**config.mk**
```make
export PLATFORM = sky130hd
export DESIGN_NAME = ex_mem_latch
export DESIGN_NICKNAME = d
export VERILOG_FILES = /design/src/rtl/ex_mem_latch.sv
export SDC_FILE = /design/constraint.sdc
export NUM_CORES = 1
export LEC_CHECK = 0
export CAP_MARGIN = 20
export CORE_UTILIZATION = 35
export DETAILED_ROUTE_END_ITERATION = 8
export PLACE_DENSITY = 0.69
export SETUP_SLACK_MARGIN = 0.02
export SYNTH_ARGS = -nofsm -noshare
export SYNTH_HDL_FRONTEND = slang
export SYNTH_SLANG_ARGS = --single-unit
```
**constraint.sdc**
```tcl
create_clock -name clk -period 5.4 [get_ports clk]
set_input_delay 1.08 -clock clk [delete_from_list [all_inputs] [get_ports clk]]
set_output_delay 1.08 -clock clk [all_outputs]
set_load 0.02 [all_outputs]
```
**src/rtl/ex_mem_latch.sv**
```systemverilog
// EX/MEM pipeline register.
// Captures execute results each cycle, holds them while the data-memory system
// stalls, squashes instructions on flush (deferring the flush if memory is busy),
// freezes into HALTED once a halt instruction retires from the slot, and keeps
// a saturating count of memory-stall cycles for debug.
module ex_mem_latch #(
    parameter int DATA_W = 16,
    parameter int REG_W  = 3,
    parameter int CNT_W  = 16
) (
    input  logic              clk,
    input  logic              rst,            // active-low, asynchronous
    input  logic              ex_valid,
    input  logic [DATA_W-1:0] ex_ALUOut,
    input  logic [DATA_W-1:0] ex_WriteData,
    input  logic              ex_MemRead,
    input  logic              ex_MemWrite,
    input  logic              ex_MemToReg,
    input  logic              ex_RegWrite,
    input  logic [REG_W-1:0]  ex_WriteReg,
    input  logic              ex_Halt,
    input  logic              mem_stall,
    input  logic              flush,
    output logic [DATA_W-1:0] ALUOut,
    output logic [DATA_W-1:0] WriteData,
    output logic              Enable,
    output logic              MemWrite,
    output logic              MemToReg,
    output logic              RegWrite,
    output logic [REG_W-1:0]  WriteReg,
    output logic              Dump,
    output logic              valid,
    output logic              stall_upstream,
    output logic              halted,
    output logic [CNT_W-1:0]  stall_cycles
);

    typedef enum logic [1:0] {
        S_RUN    = 2'd0,
        S_STALL  = 2'd1,
        S_HALTED = 2'd2
    } state_t;

    state_t              state_q, state_d;
    logic                flush_pending_q, flush_pending_d;
    logic                valid_q, valid_d;
    logic [DATA_W-1:0]   alu_q, alu_d;
    logic [DATA_W-1:0]   wdata_q, wdata_d;
    logic                mem_read_q, mem_read_d;
    logic                mem_write_q, mem_write_d;
    logic                mem_to_reg_q, mem_to_reg_d;
    logic                reg_write_q, reg_write_d;
    logic [REG_W-1:0]    write_reg_q, write_reg_d;
    logic                halt_q, halt_d;
    logic [CNT_W-1:0]    stall_cnt_q, stall_cnt_d;

    logic                load_bubble;
    logic                load_ex;

    // Next-state selection: hold on stall, bubble on flush/halt, otherwise capture EX.
    always_comb begin
        state_d         = state_q;
        flush_pending_d = flush_pending_q;
        load_bubble     = 1'b0;
        load_ex         = 1'b0;

        case (state_q)
            S_HALTED: begin
                // Frozen until reset; the slot only ever carries bubbles.
                load_bubble     = 1'b1;
                flush_pending_d = 1'b0;
            end
            default: begin
                if (mem_stall) begin
                    // The slot is mid-access; remember a flush for the next load.
                    state_d = S_STALL;
                    if (flush) begin
                        flush_pending_d = 1'b1;
                    end
                end else begin
                    state_d         = S_RUN;
                    flush_pending_d = 1'b0;
                    if (valid_q && halt_q) begin
                        // Halt retires from the slot on this edge.
                        load_bubble = 1'b1;
                        state_d     = S_HALTED;
                    end else if (flush || flush_pending_q) begin
                        load_bubble = 1'b1;
                    end else begin
                        load_ex = 1'b1;
                    end
                end
            end
        endcase

        valid_d      = valid_q;
        alu_d        = alu_q;
        wdata_d      = wdata_q;
        mem_read_d   = mem_read_q;
        mem_write_d  = mem_write_q;
        mem_to_reg_d = mem_to_reg_q;
        reg_write_d  = reg_write_q;
        write_reg_d  = write_reg_q;
        halt_d       = halt_q;

        if (load_bubble) begin
            valid_d      = 1'b0;
            alu_d        = '0;
            wdata_d      = '0;
            mem_read_d   = 1'b0;
            mem_write_d  = 1'b0;
            mem_to_reg_d = 1'b0;
            reg_write_d  = 1'b0;
            write_reg_d  = '0;
            halt_d       = 1'b0;
        end else if (load_ex) begin
            // Data is copied unconditionally; control only for a real instruction.
            valid_d      = ex_valid;
            alu_d        = ex_ALUOut;
            wdata_d      = ex_WriteData;
            mem_read_d   = ex_valid & ex_MemRead;
            mem_write_d  = ex_valid & ex_MemWrite;
            mem_to_reg_d = ex_valid & ex_MemToReg;
            reg_write_d  = ex_valid & ex_RegWrite;
            write_reg_d  = ex_WriteReg;
            halt_d       = ex_valid & ex_Halt;
        end
    end

    // Saturating stall counter advances on every stalled edge, in any state.
    always_comb begin
        stall_cnt_d = stall_cnt_q;
        if (mem_stall && (stall_cnt_q != {CNT_W{1'b1}})) begin
            stall_cnt_d = stall_cnt_q + {{(CNT_W-1){1'b0}}, 1'b1};
        end
    end

    // State, slot and counter registers with asynchronous clear.
    always_ff @(posedge clk or negedge rst) begin
        if (!rst) begin
            state_q         <= S_RUN;
            flush_pending_q <= 1'b0;
            valid_q         <= 1'b0;
            alu_q           <= '0;
            wdata_q         <= '0;
            mem_read_q      <= 1'b0;
            mem_write_q     <= 1'b0;
            mem_to_reg_q    <= 1'b0;
            reg_write_q     <= 1'b0;
            write_reg_q     <= '0;
            halt_q          <= 1'b0;
            stall_cnt_q     <= '0;
        end else begin
            state_q         <= state_d;
            flush_pending_q <= flush_pending_d;
            valid_q         <= valid_d;
            alu_q           <= alu_d;
            wdata_q         <= wdata_d;
            mem_read_q      <= mem_read_d;
            mem_write_q     <= mem_write_d;
            mem_to_reg_q    <= mem_to_reg_d;
            reg_write_q     <= reg_write_d;
            write_reg_q     <= write_reg_d;
            halt_q          <= halt_d;
            stall_cnt_q     <= stall_cnt_d;
        end
    end

    assign ALUOut         = alu_q;
    assign WriteData      = wdata_q;
    assign Enable         = valid_q & (mem_read_q | mem_write_q);
    assign MemWrite       = valid_q & mem_write_q;
    assign MemToReg       = mem_to_reg_q;
    assign RegWrite       = reg_write_q;
    assign WriteReg       = write_reg_q;
    assign Dump           = valid_q & halt_q;
    assign valid          = valid_q;
    assign halted         = (state_q == S_HALTED);
    assign stall_upstream = mem_stall | halted;
    assign stall_cycles   = stall_cnt_q;

endmodule

```
==> results.sh <==
export IMPL_status="complete, but fails checks"
export IMPL_violations="DRC"
export IMPL_diodes=0
export IMPL_clock_power_share_pct=34.4
export IMPL_setup_tns_ns=0
export IMPL_fin_worst_skew_ns=0.00415
export IMPL_vias_per_cell=5.00
export IMPL_ir_drop_uv=188
export IMPL_clkLatencyLatePin_ns=0.33
export IMPL_setup_viol=0
export IMPL_layout_drive_gt1_share_pct=9.12
export IMPL_syn_nets=218
export IMPL_hold_ws_ns=0.492
export IMPL_numClockSinks=60
export IMPL_path_clk_slew_ns=0.06
export IMPL_avgSynthCellArea_um2=13.7
export IMPL_p_leak_uw=0.00169
export IMPL_synthFlopType="dfrtp_1"
export IMPL_critPathLaunchType="primary input"
export IMPL_die_area_um2=7070
export IMPL_powerDensity_nw_per_um2=345
export IMPL_gp_congestion=0.774
export IMPL_drt_iter0_markers=64
export IMPL_grt_pass1_wl_um=9140
export IMPL_holdBufCountCts=0
export IMPL_synth_area_um2=2360
export IMPL_grt_pass1_vias=1855
export IMPL_yosysSeqAreaShare_pct=63.7
export IMPL_antenna_left=0
export IMPL_cts_setup_buffers=0
export IMPL_place_inst=346
export IMPL_initial_core_util_pct=36.7
export IMPL_ys_async_sr_fraction_pct=100
export IMPL_cts_made_buffers=9
export IMPL_synth_edf_count=0
export IMPL_fin_nets=326
export IMPL_vias=1809
export IMPL_tightest_slew_ns=0.967
export IMPL_maxSlewHeadroom_pct=35.3
export IMPL_crit_path_frequent_cell="clkdlybuf4s50_1"
export IMPL_cp_end_kind="primary output"
export IMPL_min_period_ns=3.67
export IMPL_antenna_found_initial=0
export IMPL_wl_um=5370
export IMPL_path_class="primary input to primary output"
export IMPL_switching_share_pct=27.7
export IMPL_cts_tree="done"
export IMPL_max_stage_delay_ns=0.62
export IMPL_ys_ff_latch=60
export IMPL_critPathSlowestCell="clkdlybuf4s50_1"
export IMPL_min_period_over_period_pct=67.9
export IMPL_slew_violations=0
export IMPL_final_util_pct=57.6
export IMPL_rsz0062_at_grt="no"
export IMPL_drt_pass1_iter_count=6
export IMPL_fillers=572
export IMPL_grt_util_all_layers_pct=16.7
export IMPL_netSwitchingPower_uw=354
export IMPL_io_buffers=103
export IMPL_grt_max_degree=61
export IMPL_ios=104
export IMPL_ys_warn_count=0
export IMPL_post_cts_resized=0
export IMPL_cp_required_ns=4.32
export IMPL_synth_distinct_cells=30
export IMPL_hold_viol=0
export IMPL_cts_buffer_depth=2
export IMPL_h_tree_depth=3
export IMPL_hp_class="flop to flop"
export IMPL_critical_path_cell_chain="clkdlybuf4s50_1 > inv_1 > nand2_1 > clkdlybuf4s50_1"
export IMPL_max_freq_ghz=0.273
export IMPL_dp_hpwl_um=3570
export IMPL_wire_per_inst_um=14.8
export IMPL_multiInputGateArea_um2=828
export IMPL_pwr_share_seq_pct=43.2
export IMPL_fin_cells=362
export IMPL_synthCells=172
export IMPL_core_area_um2=6420
export IMPL_overflow=0
export IMPL_crit_path_max_fanout=5
export IMPL_register_area_um2=1500
export IMPL_internal_power_uw=923
export IMPL_max_cap_violations=0
export IMPL_cts_root_buffer="clkbuf_8"
export IMPL_crit_arrival_ns=2.59
export IMPL_fp_row_count=29
export IMPL_combinationalPowerShare_pct=22.4
export IMPL_layout_area_overhead_vs_synth_pct=56.8
export IMPL_dieHeight_um=84.1
export IMPL_fp_dieW_um=84.1
export IMPL_drc=15
==> layout by cell type (no fill, tap or decap), drive strengths merged <==
cell | netlist | routed
buf | 0 | 3
and2 | 1 | 1
nand2 | 5 | 5
nand3 | 7 | 7
or4 | 1 | 1
mux2 | 1 | 1
nand4 | 4 | 4
xnor2 | 3 | 3
and4 | 2 | 2
clkdlybuf4s50 | 0 | 102
nand2b | 1 | 1
o21ai | 1 | 1
o41ai | 1 | 1
dfrtp | 60 | 60
bufinv | 0 | 2
nor4 | 3 | 3
nor3 | 3 | 3
inv | 4 | 4
nor2 | 7 | 7
clkbuf | 8 | 11
a32o | 5 | 5
nor3b | 1 | 1
o21a | 3 | 3
and3 | 2 | 2
o2111a | 1 | 1
ha | 1 | 1
xor2 | 11 | 11
a22o | 36 | 36
clkinv | 0 | 3
==> sequential cells by signal (all words and copies together), names as in the netlist, 2 cells and up <==
register,flops
WriteData,16
state_q,2
stall_cycles,16
WriteReg,3
ALUOut,16
==> power by group through the flow <==
| stage | Combinational [uW] | Sequential [uW] | Clock (uW) |
|---|---|---|---|
| 2_1_floorplan | 77.8 | 609 | 0 |
| 3_3_place_gp | 287 | 558 | 0 |
| 3_5_place_dp | 289 | 559 | 0 |
| 4_1_cts | 290 | 552 | 449 |
| 5_1_grt | 306 | 562 | 476 |
| 6_report | 286 | 552 | 439 |
==> metal layers <==
| layer | global-route usage [%] | routed length, um | vias up |
|---|---|---|---|
| li1 | - | - | 863 |
| met1 | 21.6 | 2380 | 868 |
| met3 | 7.22 | 463 | 4 |
| met2 | 25.3 | 2500 | 74 |
| met5 | 0 | 0 | - |
| met4 | 4.70 | 31 | 0 |
==> cell type report <==
| type | count | share of cell area [%] |
|---|---|---|
| inverter | 4 | 0.406 |
| multi-input combinational | 100 | 22.4 |
| timing repair buffer | 105 | 28.1 |
| sequential | 60 | 40.6 |
| tap | 77 | 2.60 |
| clock buffer | 11 | 3.82 |
| clock inverter | 5 | 2.03 |
==> worst paths after layout <==
check / slack [ns] / depth (start not counted) / start / endpoint
worst min register to register: 0.49 / 1 / halt_q / halt_q
min in group asynchronous: 0.90 / 2 / rst / stall_cycles[6]
worst max-delay path: 1.73 / 4 / mem_stall / stall_upstream
max in group asynchronous: 4.00 / 2 / rst / WriteData[10]
worst max register to register: 3.49 / 4 / stall_cycles[0] / stall_cycles[1]
worst min-delay path: 0.49 / 1 / halt_q / halt_q
==> Yosys cell counts (2+ instances only) <==
master / number / share of area (%)
a22o_1: 36 / 13
nand2_1: 5 / 0.80
o21a_1: 3 / 0.95
nand4_1: 2 / 0.53
nand3_1: 6 / 1.3
xor2_1: 11 / 4.1
a32o_1: 5 / 2.1
inv_1: 4 / 0.64
nor4_1: 2 / 0.53
xnor2_1: 3 / 1.1
and4_1: 2 / 0.74
dfrtp_1: 60 / 64
clkbuf_1: 8 / 1.3
nor3_1: 3 / 0.64
nor2_1: 7 / 1.1
==> critical path, delay by kind of cell <==
family	cells	cell delay, ns
simple gates	1	0.14
buf+inv	3	1.36
==> cells by family (layout without fill, tap and decap cells) <==
kind of cell             Yosys count  after routing  share of synthesized area [%]
XOR/XNOR                          14             14                           5.20
flip-flops                        60             60                           63.7
buffers and inverters             12            125                           1.91
multiplexers                       1              1                          0.636
adder cells (fa/ha/maj)            1              1                          0.530
AND/OR/NAND/NOR                   37             37                           9.76
AO/OA/AOI/OAI                     47             47                           18.3
==> metrics by stage <==
| stage | total power, uW | cell area [um^2] | worst slack (ns) |
|---|---|---|---|
| after floorplan | 687 | 2360 | 3.02 |
| after global placement | 845 | 3480 | 1.77 |
| after detailed placement | 848 | 3480 | 1.75 |
| after CTS | 1290 | 3700 | 1.74 |
| after global routing | 1340 | 3700 | 1.65 |
| final | 1280 | 3700 | 1.73 |
Note: power is estimated with default switching activity, not from simulation.
